## src/rtl/xor_stream_ctrl.sv

```systemverilog
// rtl/xor_stream_ctrl.sv - sequencing controller for the byte-wide XOR encrypter
// Drives key/shift/data into a 2-stage encrypter, tracks in-flight bytes, buffers results in a FWFT FIFO.
module xor_stream_ctrl #(
  parameter int FIFO_DEPTH = 4,
  parameter int CNT_W      = 3
) (
  input  logic       clk,
  input  logic       rst_n,
  input  logic       cfg_valid,
  output logic       cfg_ready,
  input  logic [7:0] cfg_key,
  input  logic [2:0] cfg_shift,
  input  logic [2:0] cfg_step,
  input  logic       s_valid,
  output logic       s_ready,
  input  logic [7:0] s_data,
  input  logic       s_last,
  output logic       m_valid,
  input  logic       m_ready,
  output logic [7:0] m_data,
  output logic       m_last,
  output logic [7:0] enc_key,
  output logic [2:0] enc_shift,
  output logic [7:0] enc_din,
  input  logic [7:0] enc_dout,
  output logic       busy
);

  localparam int AW = $clog2(FIFO_DEPTH);

  typedef enum logic [1:0] {IDLE, RUN, DRAIN} state_t;

  state_t        state;
  logic [7:0]    key_r;
  logic [2:0]    cur_shift;
  logic [2:0]    step_r;
  logic [7:0]    din_r;
  logic          tag0_v, tag0_last;
  logic          tag1_v, tag1_last;

  logic [8:0]    mem [FIFO_DEPTH];
  logic [AW-1:0] wr_ptr, rd_ptr;
  logic [CNT_W-1:0] count;

  logic [CNT_W:0] inflight;
  logic          accept, cfg_fire, push, pop, full;

  // Credit counts bytes already in the FIFO plus those still inside the encrypter,
  // so a byte is only accepted when a FIFO slot is guaranteed on arrival.
  assign inflight  = {1'b0, count} + (CNT_W+1)'(tag0_v) + (CNT_W+1)'(tag1_v);
  assign cfg_ready = (state == IDLE);
  assign s_ready   = (state == RUN) && (inflight < (CNT_W+1)'(FIFO_DEPTH));
  assign accept    = s_valid && s_ready;
  assign cfg_fire  = cfg_valid && cfg_ready;

  assign enc_key   = key_r;
  assign enc_shift = cur_shift;
  assign enc_din   = din_r;

  assign push    = tag1_v;
  assign pop     = m_valid && m_ready;
  assign full    = (count == CNT_W'(FIFO_DEPTH));
  assign m_valid = (count != '0);
  assign m_data  = mem[rd_ptr][7:0];
  assign m_last  = mem[rd_ptr][8];
  assign busy    = (state != IDLE) || (count != '0);

  always_ff @(posedge clk or negedge rst_n) begin
    if (!rst_n) begin
      state     <= IDLE;
      key_r     <= '0;
      cur_shift <= '0;
      step_r    <= '0;
      din_r     <= '0;
      tag0_v    <= 1'b0;
      tag0_last <= 1'b0;
      tag1_v    <= 1'b0;
      tag1_last <= 1'b0;
    end else begin
      tag1_v    <= tag0_v;
      tag1_last <= tag0_last;
      tag0_v    <= accept;
      tag0_last <= accept && s_last;
      case (state)
        IDLE: begin
          if (cfg_fire) begin
            key_r     <= cfg_key;
            cur_shift <= cfg_shift;
            step_r    <= cfg_step;
            state     <= RUN;
          end
        end
        RUN: begin
          if (accept) begin
            din_r     <= s_data;
            cur_shift <= cur_shift + step_r;
            if (s_last) state <= DRAIN;
          end
        end
        DRAIN: begin
          if (!tag0_v && !tag1_v) state <= IDLE;
        end
        default: state <= IDLE;
      endcase
    end
  end

  // Result of the byte tagged in tag1 is on enc_dout this cycle.
  always_ff @(posedge clk or negedge rst_n) begin
    if (!rst_n) begin
      wr_ptr <= '0;
      rd_ptr <= '0;
      count  <= '0;
      for (int i = 0; i < FIFO_DEPTH; i++) mem[i] <= '0;
    end else begin
      if (push) begin
        mem[wr_ptr] <= {tag1_last, enc_dout};
        wr_ptr      <= wr_ptr + AW'(1);
      end
      if (pop) rd_ptr <= rd_ptr + AW'(1);
      case ({push, pop})
        2'b10:   count <= count + CNT_W'(1);
        2'b01:   count <= count - CNT_W'(1);
        default: count <= count;
      endcase
    end
  end

  a_no_overflow: assert property (@(posedge clk) disable iff (!rst_n) push |-> !full);

endmodule
```

## config.mk

```make
export PLATFORM = sky130hd
export DESIGN_NAME = xor_stream_ctrl
export DESIGN_NICKNAME = d
export VERILOG_FILES = /design/src/rtl/xor_stream_ctrl.sv
export SDC_FILE = /design/constraint.sdc
export NUM_CORES = 1
export LEC_CHECK = 0
export ABC_CLOCK_PERIOD_IN_PS = 2200
export BUFFER_PORTS_ARGS = -buffer_cell sky130_fd_sc_hd__clkbuf_2
export CAP_MARGIN = 5
export CORE_ASPECT_RATIO = 0.7
export CORE_MARGIN = 2
export CORE_UTILIZATION = 48
export DETAILED_ROUTE_END_ITERATION = 7
export GPL_TIMING_DRIVEN = 0
export PLACE_DENSITY_LB_ADDON = 0.08
export SKIP_CTS_REPAIR_TIMING = 1
export SYNTH_ARGS = -nofsm -noshare
export SYNTH_HDL_FRONTEND = slang
export SYNTH_SLANG_ARGS = --single-unit
```

## constraint.sdc

```tcl
create_clock -name clk -period 2.2 [get_ports clk]
set_input_delay 0.11 -clock clk [delete_from_list [all_inputs] [get_ports clk]]
set_output_delay 0.11 -clock clk [all_outputs]
set_load 0.02 [all_outputs]
```

Word level (Yosys, flattened, before mapping)
Cells that the tools add are included.

storage, ports and cells
  register bits after elaboration = 71
  input bits = 36

operators by class
  add/subtract/negate cells = 7
  order comparisons = 4
  eq/ne operators = 8
  mux-type cells = 15
  bitwise gates (word level) = 2
  reduce and logical (&&, ||, !) cells = 19

operators by type and width
  kind                 number
  $bwmux 36            1
  $mux 9               3
  $bmux 9 s2           1
  $demux 9 s2          1
  $pmux 3 s2           2
  $mux 2               4
  $logic_and 1x1->1    7
  $ge 3x3->1 const B   2
  $mux 3               2
  $ne 2x2->1 const B   3
  $not 2->3            2
  $pmux 2 s3           1
  $reduce_bool 2->1    3
  $add 2x1->2 const B  2
  $add 3x1->4          1
  $add 4x1->4          1
  $eq 2x1->1 const B   2
  $eq 2x2->1 const B   2
  $lt 4x3->1 const B   1
  $reduce_and 2->1     2
  $reduce_and 4->1     1
  $add 3x1->3 const B  1
  $add 3x3->3          1
  $lt 3x1->1 const B   1
  other kinds (7)      8

Depth between registers and ports, before layout
Gate-level depths: netlist (run 1).

  depth after elaboration = 7
  gate-level depth with buffers = 8
  depth with buffers taken out = 8

Worst setup path after synthesis (run 1)
Ideal clock, no wire load.

  path type = register -> register
  start = reg count[0]
  end = reg cur_shift[2], in the netlist enc_shift[2]
  setup time = 0.128 ns
  arrival = 1.928 ns
  data required time = 2.072 ns
  path slack = 0.145 ns
  stages on the path, launching flop included = 6
  buffers on the path = 0
  clock period less this slack = 2.055 ns
  cells stage by stage = dfrtp_1 > ha_1 > a21o_1 > a2111oi_4 > nor2_4 > mux2_1

on the way
  longest elaborated chain between the ends = 7

RTL lines
  item                               RTL line  RTL
  from (decl)                        43        logic [CNT_W-1:0] count;
  from (signal assigned)             122       2'b10: count <= count + CNT_W'(1);
  from (signal assigned)             123       2'b01: count <= count - CNT_W'(1);
  from (signal assigned)             124       default: count <= count;
  $add 3x1->4                        50        assign inflight = {1'b0, count} + (CNT_W+1)'(tag0_v) + (CNT_W+1)'(tag1_v);
  $add 4x1->4                        50
  $lt 4x3->1                         52        assign s_ready = (state == RUN) && (inflight < (CNT_W+1)'(FIFO_DEPTH));
  $logic_and 1x1->1                  52
  $logic_and 1x1->1                  53        assign accept = s_valid && s_ready;
  named net accept                   46        logic accept, cfg_fire, push, pop, full;
  $ne 2x2->1 (no source line)        n/a
  $reduce_and 3->1 (no source line)  n/a
  to (signal assigned)               88        cur_shift <= cfg_shift;
  to (signal assigned)               96        cur_shift <= cur_shift + step_r;
  to (decl)                          35        logic [2:0] cur_shift;

The timed path passes the listed nets, and every way through them passes these cells.
A chain may end at the register's enable or synchronous reset.

Final worst setup path (run 1)
  start = reg count[2]
  end = reg count[1]

on the way
  longest elaborated chain between the ends = 4
  elaborated cells between the ends (all ways) = 6

RTL lines
  item                                             RTL line  RTL
  $reduce_bool 3->1 *                              63        assign m_valid = (count != '0);
  $logic_and 1x1->1 *                              61        assign pop = m_valid && m_ready;
  $eq 2x1->1 or $eq 2x2->1 (tied branches)         121       case ({push, pop})
  $pmux 3 s2 or $reduce_bool 2->1 (tied branches)  n/a

Every way passes the cells marked *; elsewhere a longest branch is shown, timed or not.

==> results of run 1 <==
==> flip-flops by register name (all words and copies together) (netlist names), 2 cells and up <==
register / cells
count: 3
enc_din: 8
rd_ptr: 2
state: 2
step_r: 3
wr_ptr: 2
mem: 36
enc_key: 8
enc_shift: 3
==> metal layers <==
metal	GRT usage (%)	wire, um	share of wire, %
met1	24.70	2700	47
met2	26.43	2676	47
met3	6.028	263	4.6
met4	6.088	72	1.3
met5	0	0	0
==> through the flow <==
step	hold slack [ps]	cell area, um2	util (%)
3_3_place_gp	321.0	3521	56.64
5_1_grt	-2.081	3905	62.82
2_1_floorplan	-185.6	3088	-
4_1_cts	-397.9	3750	60.33
3_5_place_dp	-20.86	3551	57.13
6_report	0.3711	3905	62.82
==> placed cells by master (no fill, tap or decap) <==
cell | synthesis | final
nor2_1 | 4 | 4
a21oi_1 | 2 | 2
mux4_2 | 9 | 9
inv_1 | 12 | 12
dlygate4sd3_1 | 0 | 14
o211ai_1 | 1 | 1
bufinv_16 | 0 | 1
clkinvlp_4 | 0 | 3
mux2i_1 | 1 | 1
nor2_4 | 1 | 1
buf_2 | 3 | 3
o21ai_0 | 5 | 5
nand3_1 | 1 | 1
clkinv_2 | 0 | 1
and2_1 | 3 | 3
xnor2_1 | 4 | 4
or3_1 | 2 | 2
clkbuf_8 | 0 | 10
a21o_1 | 2 | 2
clkbuf_4 | 0 | 1
a2111oi_4 | 1 | 1
dfrtp_1 | 71 | 71
nand2_1 | 9 | 9
fa_1 | 2 | 2
xor2_1 | 4 | 4
nand2b_1 | 1 | 1
ha_1 | 7 | 7
clkbuf_1 | 3 | 4
mux2_2 | 55 | 55
buf_16 | 0 | 1
mux2_1 | 2 | 2
buf_4 | 0 | 2
clkbuf_2 | 0 | 66
==> path summary, 6_finish.rpt <==
kind	slack [ps]	endpoint	startpoint
worst max-delay path	170	count[1]	count[2]
worst min-delay path	0.4	enc_din[6]	s_data[6]
worst max register to register	170	count[1]	count[2]
worst min register to register	360	tag1_last	tag0_last
max in group asynchronous	1490	enc_key[0]	rst_n
min in group asynchronous	160	enc_key[3]	rst_n
==> power breakdown <==
group	switching [mW]	internal, mW
logic	1.34	1.30
registers	0.363	1.95
clock network	0.472	0.552
total	2.17	3.81
==> area by class of cell <==
| class | instances | share of cell area (%) |
|---|---|---|
| Inverter | 12 | 1.153 |
| Clock buffer | 11 | 3.621 |
| Sequential cell | 71 | 45.50 |
| Multi-Input combinational cell | 116 | 31.75 |
| Clock inverter | 5 | 1.474 |
| Timing Repair Buffer | 84 | 13.33 |
| Tap cell | 78 | 2.499 |
| Buffer | 6 | 0.6729 |
==> logic make-up after synthesis <==
kind of cell,after synthesis,share of synthesized area (%)
compound gates,11,2.755
fa+ha+maj,9,4.133
simple gates,21,3.322
mux,67,27.67
buf+inv,18,2.309
xor+xnor,8,2.269
flops,71,57.54
==> parameters.txt, run 1 <==
Parameter                              Value

Final layout
  Area of combinational cells with multiple inputs    0.001240 mm2
  FILL cells    503
  FF+latch area    0.001777 mm2
  Area growth from synthesis to layout    26.46%
  Inserted Diodes    0
  Share of cells above drive strength 1    50.49%
  Final cell count without fillers    383
  Layout Nets    345

Drt
  Final wirelength    5.712 mm
  Number of antenna-violating nets in the routed design    0
  Detailed-router iteration count before antenna repair    4
  Routed wirelength normalized by instance count    14.91 um
  Via count    1940
  Starting DRT DRC Count    52
  Detail-routed via count per cell    5.065
  DRC violations left    0

Worst setup path
  Cell depth of the worst setup path    6
  Ordered cell list for the critical path    or3_1 -> and2_1 -> ha_1 -> inv_1 -> fa_1 -> o21ai_0
  Top Family by Delay on Critical Path    simple AND/OR/NAND/NOR gates
  Data arrival time of the worst path    2290 ps
  Category of the worst setup path capture point    register
  Worst endpoint required time    2460 ps
  Crit Path Class    register to register
  Buf+Inv Stages, Crit Path    1
  Worst setup SP type    register
  Crit-path max FO    4
  Maximum single-stage delay on the critical path    450 ps
  Cells on worst reg2reg path    6
  Slowest CP cell    or3_1

Synthesis
  Count of cell types in the netlist    24
  Dominant cell by count in the synthesized netlist    dfrtp_1
  Cell Area, Synth    0.003088 mm2
  Most common flop cell mapped by yosys    dfrtp_1
  Biggest area contributors in the synthesized netlist    dfrtp_1 58%, mux2_2 20%, mux4_2 6.6%
  Top cell type's share of synthesized area    57.54%
  Warnings from Yosys    0
  Sequential element share of the synthesized area    57.54%
  Commonest cells in the netlist    71 x dfrtp_1, 55 x mux2_2, 12 x inv_1, 9 x mux4_2, 9 x nand2_1
  Register bit count reported by yosys    71
  Nets in the synthesized netlist    250
  Count of flip-flops with a built-in enable after synthesis    0
  Area leader, netlist    dfrtp_1
  Cells after synthesis    205
  Synth Area per Inst    15.06 um2
  Async set-reset flop share out of synthesis    100.0%

Die
  Boundary pin count    68
  Number of rows in the core area    24
  Initial core utilization    49.68%
  Total die area    0.007101 mm2
  DIE WIDTH    99.87 um
  Floorplan die height    71.11 um
  Area inside the core boundary    0.006216 mm2

Outcome
  Run status    finished, final reports clean

Timing
  Fin Setup TNS    0 ps
  Max Freq    492.1 MHz
  Clock period minus final worst setup slack    2032 ps
  Setup repair after global routing missed its margin    false
  Count of endpoints failing setup in the final report    0
  Fin. Hold Viols    0
  Final cycle utilization of the critical path    92.37%
  Worst-Margin Slew    688.8 ps
  Setup skew after layout    5.771 ps
  Worst Slack Setup Final    167.8 ps
  Worst max-slew margin expressed relative to the limit    54.08%
  Count of pins over their slew limit    0

Clock tree
  Root buffer selected by CTS    clkbuf_8
  Deepest clock path buffer count    2
  Clock tree from TritonCTS    built
  H-Tree Depth    3
  Number of buffers created by CTS    9
  Clock latency at the later pin of the worst-skew pair    340 ps
  Clock transition time at the flip-flop clock pins of the worst setup and hold paths    70 ps
  Num Clock Sinks    71

Global routing
  Initial antenna violation count    0
  Largest net degree at the start of global routing    64
  GRT Overall Usage    17.76%
  Number of global-route vias before repair    1980
  Overflow after GRT    0
  Wire length of the first global-routing pass    9.535 mm

Worst hold path
  Worst hold stages    2
  Worst hold-check path type    input pin to register

Placement
  Number of placed instances, taps included    351
  Post-Place Setup Slack    -124.5 ps
  Placer's final routability congestion estimate    0.7304
  Final HPWL DP    3.972 mm
  # port buffers    67

Pwr
  Leak Pwr    1.838 nW
  IR drop worst, VDD    0.7871 mV
  Total Power Consumption    5.980 mW
  Power Dens Cells    1531 mW/mm2

Run
  Number of violations of the max-capacitance limit    0
Power figures use the tool's default switching activity.
==> run 2, diff against run 1 <==
--- a/config.mk
+++ b/config.mk
@@ -10,7 +10,7 @@
 export CAP_MARGIN = 5
 export CORE_ASPECT_RATIO = 0.7
 export CORE_MARGIN = 2
-export CORE_UTILIZATION = 48
+export CORE_UTILIZATION = 25
 export DETAILED_ROUTE_END_ITERATION = 7
 export GPL_TIMING_DRIVEN = 0
 export PLACE_DENSITY_LB_ADDON = 0.08
==> parameters.txt, run 2 (synthesized netlist as in run 1, its figures left out) <==
Parameter                              Value

Placement
  Placer's final routability congestion estimate    0.6563
  Number of placed instances, taps included    430
  Final HPWL DP    4.283 mm
  Post-Place Setup Slack    -175.0 ps
  # port buffers    67

Worst setup path
  Worst setup SP type    register
  Data arrival time of the worst path    2290 ps
  Crit-path max FO    4
  R2R Path Start    count[2]
  Reg-to-reg setup timing slack    150 ps
  Cells on worst reg2reg path    6
  Category of the worst setup path capture point    register
  Endpoint of the worst-slack reg-to-reg timing path    count[1]
  Crit Path Class    register to register
  Worst endpoint required time    2450 ps

Timing
  Fin. Hold Viols    0
  Final worst hold slack    4.412 ps
  Max Freq    488.9 MHz
  Setup repair after global routing missed its margin    false
  Final cycle utilization of the critical path    92.98%
  Worst-Margin Slew    781.8 ps
  Worst Slack Setup Final    154.5 ps
  Count of endpoints failing setup in the final report    0
  Count of pins over their slew limit    0
  Worst max-slew margin expressed relative to the limit    47.88%
  Setup skew after layout    4.917 ps
  Clock period minus final worst setup slack    2045 ps

Drt
  Starting DRT DRC Count    80
  Final wirelength    6.354 mm
  DRC violations left    0
  Number of antenna-violating nets in the routed design    0
  Detailed-router iteration count before antenna repair    4
  Routed wirelength normalized by instance count    14.12 um
  Detail-routed via count per cell    4.160
  Via count    1872

Final layout
  Layout Nets    334
  Most frequent cells in the layout    71 x dfrtp_1, 66 x clkbuf_2, 55 x mux2_2
  Max FFs per register    36
  Commonest non-fill, non-tap cell in the layout    dfrtp_1
  Share of cells above drive strength 1    52.22%
  Final cell count without fillers    450
  Most flops, register    mem
  FF+latch area    0.001777 mm2
  Inserted Diodes    0
  FILL cells    1190
  Area of combinational cells with multiple inputs    0.001240 mm2
  Area growth from synthesis to layout    29.78%

Worst hold path
  Endpoint, Worst Hold    step_r[1]
  Start point of the worst hold path    cfg_step[1]
  Worst hold-check path type    input pin to register
  Worst hold stages    3

Die
  Area inside the core boundary    0.01189 mm2
  Total die area    0.01327 mm2
  DIE WIDTH    136.8 um
  Boundary pin count    68
  Number of rows in the core area    33
  Floorplan die height    96.99 um
  Initial core utilization    25.97%

Global routing
  Number of global-route vias before repair    1887
  Largest net degree at the start of global routing    45
  Wire length of the first global-routing pass    10.34 mm
  Initial antenna violation count    0
  GRT Overall Usage    10.55%
  Overflow after GRT    0

Clock tree
  Clock transition time at the flip-flop clock pins of the worst setup and hold paths    60 ps
  Number of buffers created by CTS    9
  Clock latency at the later pin of the worst-skew pair    330 ps
  Clock tree from TritonCTS    built
  H-Tree Depth    3
  Root buffer selected by CTS    clkbuf_16
  Deepest clock path buffer count    2
  Num Clock Sinks    71

Outcome
  Run status    finished, final reports clean

Pwr
  Leak Pwr    1.856 nW
  Power Dens Cells    1620 mW/mm2
  IR drop worst, VDD    0.4740 mV

Run
  Number of violations of the max-capacitance limit    0
## run 2: cell count changes in the layout (fill, tap and decap cells not counted), sizes merged
cell	before	now
clkinv	1	2
bufinv	1	2
clkinvlp	3	0
dlygate4sd3	14	3
## run 2: final cells by class
| type | instances | share of cell area [%] |
|---|---|---|
| Inverter | 12 | 1.124 |
| Clock inverter | 4 | 1.748 |
| Sequential cell | 71 | 44.33 |
| Tap cell | 157 | 4.902 |
| Multi-Input combinational cell | 116 | 30.94 |
| Clock buffer | 11 | 6.057 |
| Buffer | 6 | 0.6556 |
| Timing Repair Buffer | 73 | 10.24 |
## run 2: worst max-delay path by stage
stage | startpoint | to | slack, ps
final | count[2] | count[1] | 150
after floorplan | count[0] | enc_shift[2] | 140
after global routing | count[2] | count[2] | 30
after detailed placement | count[0] | enc_shift[0] | -180
after CTS | count[0] | enc_shift[2] | -190
after global placement | count[0] | enc_shift[2] | -180
## run 2: layer usage
layer	wire, um	track usage, %	up-vias
met5	0	0	-
met4	114	4.282	0
met3	206	3.616	9
met2	2849	14.92	33
met1	3184	14.66	939
li1	-	-	891
## run 2: critical path, cell delays in order (launching register included)
cell	delay (ps)
dfrtp_1	440
or3_1	430
and2_1	220
ha_1	220
inv_1	80
fa_1	410
o21ai_1	170
## run 2: metrics by stage
step	util [%]	power [mW]	area, um2	setup TNS [ps]
floorplan	-	4.204	3088	0
global placement	30.44	4.968	3620	-1317
CTS	33.32	6.600	3963	-1420
detailed placement	30.69	5.007	3650	-1335
global route	33.70	6.983	4008	0
finish	33.70	6.492	4008	0
## run 2: power by group
part / leakage (nW) / total (mW) / switching, mW / internal (mW)
logic: 0.850 / 2.65 / 1.36 / 1.29
clock network: 0.155 / 1.54 / 0.530 / 1.01
registers: 0.851 / 2.30 / 0.346 / 1.95
==> run 3, diff against run 2 <==
--- a/config.mk
+++ b/config.mk
@@ -5,7 +5,7 @@
 export SDC_FILE = /design/constraint.sdc
 export NUM_CORES = 1
 export LEC_CHECK = 0
-export ABC_CLOCK_PERIOD_IN_PS = 2200
+export ABC_CLOCK_PERIOD_IN_PS = 1800
 export BUFFER_PORTS_ARGS = -buffer_cell sky130_fd_sc_hd__clkbuf_2
 export CAP_MARGIN = 5
 export CORE_ASPECT_RATIO = 0.7
==> constraint.sdc (replaced) <==
create_clock -name clk -period 1.8 [get_ports clk]
set_input_delay 0.09 -clock clk [delete_from_list [all_inputs] [get_ports clk]]
set_output_delay 0.09 -clock clk [all_outputs]
set_load 0.02 [all_outputs]
==> parameters.txt, run 3 (synthesized netlist as in run 1, its figures left out) <==
Parameter                              Value

Timing
  Count of pins over their slew limit    0
  Setup skew after layout    5.854 ps
  Setup repair after global routing missed its margin    true
  Worst-Margin Slew    561.9 ps
  Worst max-slew margin expressed relative to the limit    62.54%
  Fin. Hold Viols    1
  Max Freq    515.7 MHz
  Final cycle utilization of the critical path    107.7%
  Clock period minus final worst setup slack    1939 ps
  Worst Slack Setup Final    -139.1 ps
  Final worst hold slack    -0.4378 ps
  Count of endpoints failing setup in the final report    15
  Fin Setup TNS    -1422 ps

Outcome
  Violated checks    hold timing, setup timing
  Run status    finished with violations

Drt
  Number of antenna-violating nets in the routed design    0
  Detail-routed via count per cell    4.137
  Via count    1936
  Routed wirelength normalized by instance count    14.26 um
  Detailed-router iteration count before antenna repair    4
  DRC violations left    0
  Final wirelength    6.674 mm
  Starting DRT DRC Count    71

Clock tree
  Root buffer selected by CTS    clkbuf_16
  Clock tree from TritonCTS    built
  H-Tree Depth    3
  Deepest clock path buffer count    2
  Clock transition time at the flip-flop clock pins of the worst setup and hold paths    60 ps
  Number of buffers created by CTS    9
  Clock latency at the later pin of the worst-skew pair    330 ps
  Num Clock Sinks    71

Final layout
  Share of cells above drive strength 1    55.63%
  Util after Layout    36.35%
  Most flops, register    mem
  Inserted Diodes    0
  Final cell count without fillers    468
  Area growth from synthesis to layout    39.99%
  Most frequent cells in the layout    70 x dfrtp_1, 65 x clkbuf_2, 47 x mux2_2
  Max FFs per register    36
  Layout Nets    351
  FILL cells    1184
  Commonest non-fill, non-tap cell in the layout    dfrtp_1

Placement
  Number of placed instances, taps included    430
  # port buffers    67
  Final HPWL DP    4.465 mm
  Placer's final routability congestion estimate    0.6485

Pwr
  Power Dens Cells    1959 mW/mm2
  IR drop worst, VDD    0.5039 mV
  Leak Pwr    1.994 nW
  Total Power Consumption    8.468 mW

Global routing
  Global-route layer with the greatest usage    met2
  Number of global-route vias before repair    1929
  Wire length of the first global-routing pass    10.38 mm
  GRT Overall Usage    10.56%
  Met1 track demand over resource    14.76%
  Largest net degree at the start of global routing    50
  GR Layer Usage met3    3.302%
  Overflow after GRT    0
  Global-route met2 utilization    15.19%
  Initial antenna violation count    0

Worst setup path
  Slowest CP cell    dfrtp_2
  Crit-path max FO    3
  Maximum single-stage delay on the critical path    430 ps
  Top Family by Delay on Critical Path    compound AO/OA/AOI/OAI gates
  Buf+Inv Stages, Crit Path    1
  Ordered cell list for the critical path    ha_4 -> a21o_1 -> a2111oi_4 -> buf_4 -> nor2_4 -> mux2_4
  Crit Path Class    register to register
  Category of the worst setup path capture point    register
  Worst endpoint required time    2010 ps
  Worst setup SP type    register
  Reg-to-reg setup timing slack    -140 ps
  Data arrival time of the worst path    2150 ps

Die
  DIE WIDTH    136.8 um
  Number of rows in the core area    33
  Area inside the core boundary    0.01189 mm2
  Initial core utilization    25.97%
  Floorplan die height    96.99 um
  Boundary pin count    68
  Total die area    0.01327 mm2

Run
  Number of violations of the max-capacitance limit    0

Worst hold path
  Worst hold-check path type    input pin to register
## run 3: cell count changes in the layout (fill, tap and decap cells not counted), sizes merged
cell / change
buf: +5
bufinv: +1
dlygate4sd3: +14
clkinv: -2
## run 3: path summary, 6_finish.rpt
check | cells past startpoint | from | end
setup / recovery | 6 | count[0] | enc_shift[2]
hold / removal | 2 | cfg_key[7] | enc_key[7]
setup reg to reg | 6 | count[0] | enc_shift[2]
hold reg to reg | 0 | tag0_last | tag1_last
max in group asynchronous | 3 | rst_n | enc_shift[2]
min in group asynchronous | 2 | rst_n | mem[14]
## run 3: report_power, final
part           switching (mW)  internal, mW  leakage (nW)
combinational            1.68          1.85         0.980
clock                   0.649          1.39         0.164
sequential              0.504          2.39         0.850
total                    2.84          5.63          1.99
## run 3: through the flow
stage | area, um2 | worst slack (ps)
CTS | 4016 | -480.2
floorplan | 3114 | -187.7
global route | 4323 | -204.4
finish | 4323 | -139.1
global placement | 3646 | -459.8
detailed placement | 3676 | -469.7
## run 3: area by class of cell
class	instances	area (um2)	share of cell area, %
inverter	12	45.04	1.042
buffer	4	27.53	0.6368
sequential	71	1778	41.13
clock buffer	13	250.2	5.789
clock inverter	3	90.09	2.084
timing repair buffer	92	601.8	13.92
multi-input combinational	116	1334	30.85
tap	157	196.4	4.544
## run 3: per-layer routing
metal	vias to the layer above	part of all wire, %
met5	-	0
met4	0	1.5
met3	9	4.1
met2	35	45
met1	971	50
li1	921	-
